--- src/rtl/keys_debounce_multi.sv ---
// keys_debounce_multi
//   Multi-channel push-button conditioner. Every raw key is optionally
//   inverted (so that pressed = 1 internally) and passed through a 2-FF
//   synchroniser. It is then debounced by counting consecutive sample ticks
//   on which it differs from the accepted level. A per-channel hold FSM turns
//   a sustained press into one long-press pulse followed by auto-repeat pulses.
//
// Ports
//   clk        in   system clock
//   rst        in   synchronous active-high reset
//   keyin      in   [W]  raw asynchronous key inputs
//   keylevel   out  [W]  debounced level, 1 = pressed
//   keypress   out  [W]  1-cycle pulse on accepted 0->1
//   keyrelease out  [W]  1-cycle pulse on accepted 1->0
//   keylong    out  [W]  1-cycle pulse when a hold reaches LONG_TICKS
//   keyrepeat  out  [W]  1-cycle pulse every REPEAT_TICKS while in long hold
//   tick       out       1-cycle sample strobe shared by all channels
//   dbg_state  out  [2W] hold FSM state per channel (2 bits each, channel i
//                        at [2i+1:2i]); observation only
//
// There is no valid/ready handshake here: every output is a level or a
// single-cycle strobe that the consumer must sample on the cycle it is high.

module keys_debounce_multi #(
  parameter int W            = 1,
  parameter int TICK_DIV     = 1000000,
  parameter int STABLE_N     = 3,
  parameter int ACTIVE_LOW   = 0,
  parameter int LONG_TICKS   = 100,
  parameter int REPEAT_TICKS = 20
) (
  input  logic           clk,
  input  logic           rst,
  input  logic [W-1:0]   keyin,
  output logic [W-1:0]   keylevel,
  output logic [W-1:0]   keypress,
  output logic [W-1:0]   keyrelease,
  output logic [W-1:0]   keylong,
  output logic [W-1:0]   keyrepeat,
  output logic           tick,
  output logic [2*W-1:0] dbg_state
);

  localparam int CW   = (TICK_DIV > 1) ? $clog2(TICK_DIV) : 1;
  localparam int SW   = $clog2(STABLE_N + 1);
  localparam int HMAX = (LONG_TICKS > REPEAT_TICKS) ? LONG_TICKS : REPEAT_TICKS;
  localparam int HW   = $clog2(HMAX + 1);

  // Terminal values: each counter is compared against "target - 1" so that
  // "incremented value == target" is a single equality on the current value.
  localparam logic [CW-1:0] TICK_LAST = CW'(TICK_DIV - 1);
  localparam logic [SW-1:0] STAB_LAST = SW'(STABLE_N - 1);
  localparam logic [HW-1:0] LONG_LAST = HW'(LONG_TICKS - 1);
  localparam logic [HW-1:0] REP_LAST  = HW'((REPEAT_TICKS > 0) ? REPEAT_TICKS - 1 : 0);

  typedef enum logic [1:0] {
    IDLE = 2'd0,
    HELD = 2'd1,
    LONG = 2'd2
  } hold_e;

  // ---------------------------------------------------------------------------
  // Shared sample tick
  // ---------------------------------------------------------------------------
  logic [CW-1:0] tcnt;

  always_ff @(posedge clk) begin
    if (rst) begin
      tcnt <= '0;
    end else if (tcnt == TICK_LAST) begin
      tcnt <= '0;
    end else begin
      tcnt <= tcnt + CW'(1);
    end
  end

  assign tick = (tcnt == TICK_LAST);

  // ---------------------------------------------------------------------------
  // Polarity normalisation and 2-FF synchroniser
  // ---------------------------------------------------------------------------
  logic [W-1:0] kin;
  logic [W-1:0] sync1;
  logic [W-1:0] s;

  assign kin = (ACTIVE_LOW != 0) ? ~keyin : keyin;

  always_ff @(posedge clk) begin
    if (rst) begin
      sync1 <= '0;
      s     <= '0;
    end else begin
      sync1 <= kin;
      s     <= sync1;
    end
  end

  // ---------------------------------------------------------------------------
  // Debounce: accept a new level after STABLE_N consecutive differing ticks
  // ---------------------------------------------------------------------------
  logic [SW-1:0] stab [W];
  logic [W-1:0]  lvl_d;

  always_ff @(posedge clk) begin
    if (rst) begin
      for (int i = 0; i < W; i++) begin
        stab[i] <= '0;
      end
      keylevel <= '0;
      lvl_d    <= '0;
    end else begin
      lvl_d <= keylevel;
      if (tick) begin
        for (int i = 0; i < W; i++) begin
          if (s[i] != keylevel[i]) begin
            if (stab[i] == STAB_LAST) begin
              keylevel[i] <= ~keylevel[i];
              stab[i]     <= '0;
            end else begin
              stab[i] <= stab[i] + SW'(1);
            end
          end else begin
            stab[i] <= '0;
          end
        end
      end
    end
  end

  // Both edge pulses come from registers only, so they are glitch-free and
  // line up with the first cycle of the new level.
  assign keypress   = keylevel & ~lvl_d;
  assign keyrelease = ~keylevel & lvl_d;

  // A release is being accepted on this very tick. Used to let a release
  // suppress a long/repeat pulse that would fall on the same tick.
  logic [W-1:0] rel_now;

  always_comb begin
    rel_now = '0;
    for (int i = 0; i < W; i++) begin
      rel_now[i] = tick & keylevel[i] & ~s[i] & (stab[i] == STAB_LAST);
    end
  end

  // ---------------------------------------------------------------------------
  // Hold FSM: IDLE -> HELD (count to LONG_TICKS) -> LONG (repeat period)
  // ---------------------------------------------------------------------------
  hold_e         st_q [W];
  hold_e         st_d [W];
  logic [HW-1:0] hc_q [W];
  logic [HW-1:0] hc_d [W];
  logic [W-1:0]  long_d;
  logic [W-1:0]  rep_d;

  always_ff @(posedge clk) begin
    if (rst) begin
      for (int i = 0; i < W; i++) begin
        st_q[i] <= IDLE;
        hc_q[i] <= '0;
      end
      keylong   <= '0;
      keyrepeat <= '0;
    end else begin
      for (int i = 0; i < W; i++) begin
        st_q[i] <= st_d[i];
        hc_q[i] <= hc_d[i];
      end
      keylong   <= long_d;
      keyrepeat <= rep_d;
    end
  end

  always_comb begin
    long_d = '0;
    rep_d  = '0;
    for (int i = 0; i < W; i++) begin
      st_d[i] = st_q[i];
      hc_d[i] = hc_q[i];
      case (st_q[i])
        IDLE: begin
          if (keypress[i]) begin
            st_d[i] = HELD;
            hc_d[i] = '0;
          end
        end
        HELD: begin
          if (!keylevel[i] || rel_now[i]) begin
            st_d[i] = IDLE;
            hc_d[i] = '0;
          end else if (tick) begin
            if (hc_q[i] == LONG_LAST) begin
              long_d[i] = 1'b1;
              st_d[i]   = LONG;
              hc_d[i]   = '0;
            end else begin
              hc_d[i] = hc_q[i] + HW'(1);
            end
          end
        end
        LONG: begin
          if (!keylevel[i] || rel_now[i]) begin
            st_d[i] = IDLE;
            hc_d[i] = '0;
          end else if ((REPEAT_TICKS > 0) && tick) begin
            if (hc_q[i] == REP_LAST) begin
              rep_d[i] = 1'b1;
              hc_d[i]  = '0;
            end else begin
              hc_d[i] = hc_q[i] + HW'(1);
            end
          end
        end
        default: begin
          st_d[i] = IDLE;
          hc_d[i] = '0;
        end
      endcase
    end
  end

  always_comb begin
    dbg_state = '0;
    for (int i = 0; i < W; i++) begin
      dbg_state[2*i +: 2] = st_q[i];
    end
  end

endmodule
--- config.mk ---
export PLATFORM = sky130hd
export DESIGN_NAME = keys_debounce_multi
export DESIGN_NICKNAME = d
export VERILOG_FILES = /design/src/rtl/keys_debounce_multi.sv
export SDC_FILE = /design/constraint.sdc
export NUM_CORES = 1
export LEC_CHECK = 0
export ABC_AREA = 1
export BUFFER_PORTS_ARGS = -buffer_cell sky130_fd_sc_hd__buf_2
export CAP_MARGIN = 40
export CORE_ASPECT_RATIO = 1.75
export CORE_MARGIN = 2
export CORE_UTILIZATION = 59
export DETAILED_ROUTE_END_ITERATION = 10
export PLACE_DENSITY = 0.88
export SLEW_MARGIN = 20
export SYNTH_ARGS = -nofsm -noshare
export SYNTH_HDL_FRONTEND = slang
export SYNTH_SLANG_ARGS = --single-unit
export TNS_END_PERCENT = 50
--- constraint.sdc ---
create_clock -name clk -period 2.2 [get_ports clk]
set_input_delay 0.11 -clock clk [delete_from_list [all_inputs] [get_ports clk]]
set_output_delay 0.11 -clock clk [all_outputs]
set_load 0.005 [all_outputs]
==> results of run 1 <==
[where the power goes]
part	total (mW)	internal, mW	switching (mW)
clock	0.451	0.219	0.231
sequential	0.749	0.714	0.0345
combinational	0.371	0.133	0.238
total	1.57	1.07	0.504
[worst paths after layout]
path	slack (ps)	endpoint
max	440	tcnt[12]
min	60	sync1
max reg2reg	440	tcnt[12]
min reg2reg	410	s
[state kept, by name, summed over array words and instances, names as in the netlist]
| signal | cells |
|---|---|
| sync1 | 1 |
| lvl_d | 1 |
| hc_q | 7 |
| keyrepeat | 1 |
| keylong | 1 |
| stab | 2 |
| st_q | 2 |
| tcnt | 20 |
| s | 1 |
| keylevel | 1 |
[metrics by stage]
step | hold slack (ps) | setup slack, ps | total power, mW | cell area [µm²]
global placement | 312 | 496 | 1.13 | 2010
detailed placement | 351 | 427 | 1.14 | 2010
finish | 56.9 | 436 | 1.57 | 2090
floorplan | 181 | 528 | 1.04 | 1900
global route | 48.4 | 268 | 1.67 | 2090
CTS | 53.1 | 411 | 1.59 | 2090
[logic make-up (layout without fill, tap and decap cells)]
group	count (synthesis)	in the layout	synth area share, %
buf+inv	40	58	8.22
simple gates	147	147	38.9
compound gates	17	17	5.26
flops	37	37	40.0
fa+ha+maj	6	6	3.94
xor+xnor	8	8	3.68
[synthesized netlist by cell type (2+ instances only)]
| cell type | number | area share (%) |
|---|---|---|
| inv_1 | 34 | 6.7 |
| nand3_1 | 17 | 4.5 |
| nand2_1 | 50 | 9.9 |
| edfxtp_1 | 2 | 3.2 |
| xnor2_1 | 3 | 1.4 |
| xor2_1 | 5 | 2.3 |
| a21oi_1 | 8 | 2.1 |
| nand4_1 | 6 | 2.0 |
| nor2_4 | 2 | 1.2 |
| ha_1 | 6 | 3.9 |
| nor3_4 | 2 | 1.7 |
| nor2_2 | 5 | 1.6 |
| dfxtp_1 | 35 | 37 |
| nand2_2 | 3 | 0.99 |
| nand3b_1 | 2 | 0.79 |
| nor3_1 | 8 | 2.1 |
| nand4_2 | 2 | 1.3 |
| o21ai_1 | 3 | 0.79 |
| inv_2 | 2 | 0.39 |
| nor2_1 | 43 | 8.5 |
| nand3_2 | 2 | 1.1 |
[layout by cell type, fill, tap and decap left out, types with 2 or more instances in the layout]
cell type	count
a21oi_1	8
buf_2	10
buf_4	2
clkbuf_8	5
clkinv_2	3
dfxtp_1	35
edfxtp_1	2
ha_1	6
inv_1	34
inv_2	2
nand2_1	50
nand2_2	3
nand3_1	17
nand3_2	2
nand3b_1	2
nand4_1	6
nand4_2	2
nor2_1	43
nor2_2	5
nor2_4	2
nor3_1	8
nor3_4	2
o21ai_1	3
xnor2_1	3
xor2_1	5
[cell type report]
cell class | instances | area (µm²)
Multi-Input combinational cell | 178 | 986
Clock buffer | 6 | 72.6
Sequential cell | 37 | 761
Fill cell | 278 | 1020
Inverter | 38 | 144
Clock inverter | 2 | 10.0
Tap cell | 43 | 53.8
Timing Repair Buffer | 12 | 65.1
[critical path: stages, from the launching register on]
cell and delay (ps):
dfxtp_1 370, ha_1 240, nand3_4 140, nor2_4 160, nand3_2 110, nand2_1 340, inv_1 160, nand2_1 100
nor2_1 40
[per-layer routing]
metal	GRT usage [%]	vias to the layer above	part of all wire, %
met4	11.4	0	2.4
met5	0	-	0
li1	-	841	-
met1	21.5	760	39
met3	5.23	8	2.1
met2	40.1	18	57
==> flow_summary_export.csv, run 1 <==
group,metric,value,unit
timing,hold_violations,0,
floorplan,horizontal_die_dimension,46.9,µm
clock_network,clock-sinks,37,
timing,setup_viol,0,
status,outcome,"complete, no violations",
yosys,count_of_flip_flops_with_a_built_in_enable_after_synthesis,2,
yosys,syn_avg_cell_area,7.46,µm²
cells_and_area,antennaDiodeCount,0,
yosys,yosys_most_used_dff,"dfxtp_1",
floorplan,floorplan_core_area,0.00311,mm²
grt,grt_antenna_before_repair,0,
detailed_routing,drt.antenna.violating_nets,0,
timing,setup_repair_after_global_routing_missed_its_margin,"no",
place,port-buffer-count,10,
grt,grt_util_all_layers,22.2,%
detailed_routing,via_count,1627,
clock_network,cts.htree.levels,2,
worst_setup_path,reg2regPathDepth,8,
timing,skew,5.62,ps
cells_and_area,post_layout_net_count,281,
grt,globalRouteOverflowTotal,0,
detailed_routing,routed_wire_length_per_instance,11.0,µm
timing,final_number_of_max_transition_violations,0,
clock_network,cts_hold_repair.buffers,0,
timing,slew-limit-headroom,69.8,%
timing,post-route-period-util,80.2,%
floorplan,chipHeight,79.1,µm
hold_path,hold_path_depth,3,
clock_network,cts-resized-gates,0,
cells_and_area,core_util_final,67.3,%
flow_run,maxCapViolations,0,
timing,min_period,1760,ps
yosys,synth.distinct_cells,36,
clock_network,post-cts-setup-buffer-count,0,
floorplan,std_cell_rows,27,
clock_network,worst_setup_hold_path_clk_slew,70,ps
yosys,register_area_share_after_synthesis,40.0,%
grt,grt_start_max_net_pins,13,
detailed_routing,initialDrtViolationCount,37,
power,peak_ir_drop_on_the_vdd_network,0.000667,V
place,placed_cells_incl_taps,308,
worst_setup_path,timing.critical_path.fanout_max,12,
yosys,syn_area,0.00190,mm²
clock_network,cts.root.buffer_cell,"clkbuf_8",
place,gp_congestion,0.822,
place,dp_hpwl,2680,µm
grt,grt_first_pass_wirelength,6100,µm
yosys,synth_nets,264,
cells_and_area,final_cell_count_no_fill,316,
floorplan,die-area,0.00371,mm²
clock_network,insertion_delay,290,ps
timing,tightest_slew,448,ps
worst_setup_path,crit_required,2380,ps
hold_path,hold_class,"primary input to flip-flop",
clock_network,cts_made_buffers,5,
worst_setup_path,crit_start,"tcnt[0]",
detailed_routing,drt_pre_antenna_iters,4,
detailed_routing,detail_route.drc_violations,0,
yosys,syn_inst,255,
hold_path,hp-start,"keyin",
detailed_routing,vias_per_cell,5.15,
floorplan,io_pins,11,
worst_setup_path,timing.critical_path.to_type,"flip-flop",
worst_setup_path,reg2reg_from,"tcnt[0]",
yosys,synth-seq-cells,37,
power,power_leakage,0.877,nW
worst_setup_path,cp-start-kind,"flip-flop",
clock_network,clock_path_buffers,2,
power,power_density,751,mW/mm²
timing,fmaxAchievable,567,MHz
cells_and_area,drive_above_1_share,15.4,%
floorplan,initial_utilization,61.2,%
clock_network,tritoncts,"built",
grt,grt_pass1_vias,1565,
worst_setup_path,critPathArrivalTime,1950,ps
timing,tns,0,ps
detailed_routing,detail_route.wirelength,3470,µm
yosys,postSynth.asyncResetShare,0,%
yosys,yosysWarningCount,0,
cells_and_area,area.growth.synth_to_final,9.93,%
worst_setup_path,critPathKind,"flip-flop to flip-flop",
Power figures use the tool's default switching activity.
==> run 2, diff against run 1 <==
Clock period 2.2 ns to 1.7 ns, I/O delays scaled along.
==> flow_summary_export.csv, run 2 (synthesis results as in run 1) <==
group,metric,value,unit
status,outcome,"complete, no violations",
cells_and_area,multi_input_comb_area,0.00104,mm²
floorplan,chipHeight,79.1,µm
timing,tns,0,ps
power,clockPowerShare,27.4,%
detailed_routing,detail_route.wirelength,3950,µm
cells_and_area,core_util_final,73.2,%
detailed_routing,drt_pre_antenna_iters,4,
timing,skew,8.61,ps
cells_and_area,fillers,244,
worst_setup_path,critPathKind,"flip-flop to flip-flop",
cells_and_area,largest_register_ff_count,20,
timing,min_period,1650,ps
flow_run,maxCapViolations,0,
worst_setup_path,reg2reg_from,"tcnt[7]",
floorplan,die-area,0.00371,mm²
power,sw_frac_of_total,32.3,%
floorplan,initial_utilization,61.2,%
worst_setup_path,critPathArrivalTime,1830,ps
grt,grt_pass1_vias,1590,
grt,grt_first_pass_wirelength,6130,µm
power,peak_ir_drop_on_the_vdd_network,0.000845,V
power,switching_power,0.674,mW
power,cell_internal_power,1.41,mW
grt,grt_antenna_before_repair,0,
detailed_routing,detail_route.drc_violations,0,
cells_and_area,final_cell_mix,"nand2_1 (50), nor2_1 (41), inv_1 (34), dfxtp_1 (31), buf_4 (16)",
timing,slew-limit-headroom,67.3,%
power,power_frac_comb,26.3,%
timing,final_number_of_max_transition_violations,0,
grt,grt_start_max_net_pins,12,
power,power_density,917,mW/mm²
cells_and_area,post_layout_net_count,296,
clock_network,cts_made_buffers,5,
clock_network,clock_path_buffers,2,
detailed_routing,via_count,1709,
worst_setup_path,crit_required,1880,ps
timing,setup_viol,0,
hold_path,hold_class,"primary input to flip-flop",
timing,post-route-period-util,96.8,%
floorplan,std_cell_rows,27,
timing,tightest_slew,485,ps
cells_and_area,layout.cells.most_common,"nand2_1",
worst_setup_path,timing.critical_path.to_type,"flip-flop",
hold_path,hp-start,"rst",
clock_network,insertion_delay,290,ps
floorplan,floorplan_core_area,0.00311,mm²
clock_network,cts.root.buffer_cell,"clkbuf_8",
clock_network,clock-sinks,37,
detailed_routing,drt.antenna.violating_nets,0,
detailed_routing,routed_wire_length_per_instance,11.9,µm
detailed_routing,vias_per_cell,5.16,
clock_network,worst_setup_hold_path_clk_slew,70,ps
power,power_frac_seq,46.3,%
cells_and_area,antennaDiodeCount,0,
cells_and_area,reg_top3,"tcnt (20), hc_q (7)",
cells_and_area,drive_above_1_share,22.6,%
timing,hold_violations,0,
timing,setup_repair_after_global_routing_missed_its_margin,"yes",
worst_setup_path,crit_start,"tcnt[7]",
grt,globalRouteOverflowTotal,0,
timing,fmaxAchievable,608,MHz
cells_and_area,area.growth.synth_to_final,19.6,%
floorplan,horizontal_die_dimension,46.9,µm
worst_setup_path,timing.critical_path.fanout_max,7,
cells_and_area,registers.top_by_ff_count,"tcnt",
clock_network,cts.htree.levels,2,
floorplan,io_pins,11,
grt,grt_util_all_layers,22.5,%
clock_network,tritoncts,"built",
place,gp_congestion,0.856,
power,power_leakage,0.957,nW
worst_setup_path,cp-start-kind,"flip-flop",
detailed_routing,initialDrtViolationCount,46,
cells_and_area,seq_area,768,µm²
place,dp_hpwl,2810,µm
place,port-buffer-count,10,
## run 2: per-layer routing
layer  routed length [µm]  share of wire (%)  global-route usage, %
met1                 1450                 37                   20.8
met2                 2300                 58                   43.2
met3                  127                3.2                   4.09
met4                   64                1.6                   9.72
met5                    0                  0                      0
## run 2: final timing paths
| check | end | slack [ps] | cells after the start |
|---|---|---|---|
| min | s | 40 | 2 |
| max reg2reg | hc_q[0][1] | 50 | 10 |
| min reg2reg | s | 410 | 2 |
| max | hc_q[0][1] | 50 | 10 |
## run 2: critical path: stages, from the launching register on
cell and delay, ps:
dfxtp_1 380, nor2_1 170, nand2_2 100, nor2_2 160
nand4_2 160, nand4_1 180, nand2_1 90, nand2_1 70
nand2_1 80, nand2_4 100, nor2_1 50
## run 2: power groups by stage
stage	sequential (mW)	combinational, mW	clock, mW
2_1_floorplan	0.984	0.367	0
5_1_grt	0.975	0.614	0.601
6_report	0.965	0.548	0.572
3_3_place_gp	0.980	0.495	0
3_5_place_dp	0.984	0.508	0
4_1_cts	0.964	0.526	0.584
## run 2: what timing repair did
action                                  4_1_cts  5_1_grt
endpoints found under the setup margin        9       26
gates resized for setup                       7       11
pin swaps                                     1        9
hold endpoints to repair                      1        0
hold buffers                                  1        0
setup buffers                                 2        7
## run 2: area by class of cell
| cell class | count | share of cell area [%] |
|---|---|---|
| multi-input combinational | 178 | 45.8 |
| inverter | 38 | 6.60 |
| clock inverter | 3 | 0.550 |
| sequential | 37 | 33.8 |
| timing repair buffer | 27 | 7.92 |
| clock buffer | 5 | 3.02 |
| tap | 43 | 2.36 |
## run 2: per-stage QoR
stage | instances | hold WS [ps] | instance area [µm²] | total power [mW] | worst slack (ps)
6_report | 331 | 44.5 | 2280 | 2.09 | 54.0
5_1_grt | 331 | 56.4 | 2280 | 2.19 | -65.0
4_1_cts | 324 | 27.8 | 2170 | 2.07 | 0.447
3_5_place_dp | 313 | 306 | 2050 | 1.49 | -43.0
3_3_place_gp | 313 | 291 | 2050 | 1.48 | 75.3
2_1_floorplan | 255 | 156 | 1900 | 1.35 | 28.1
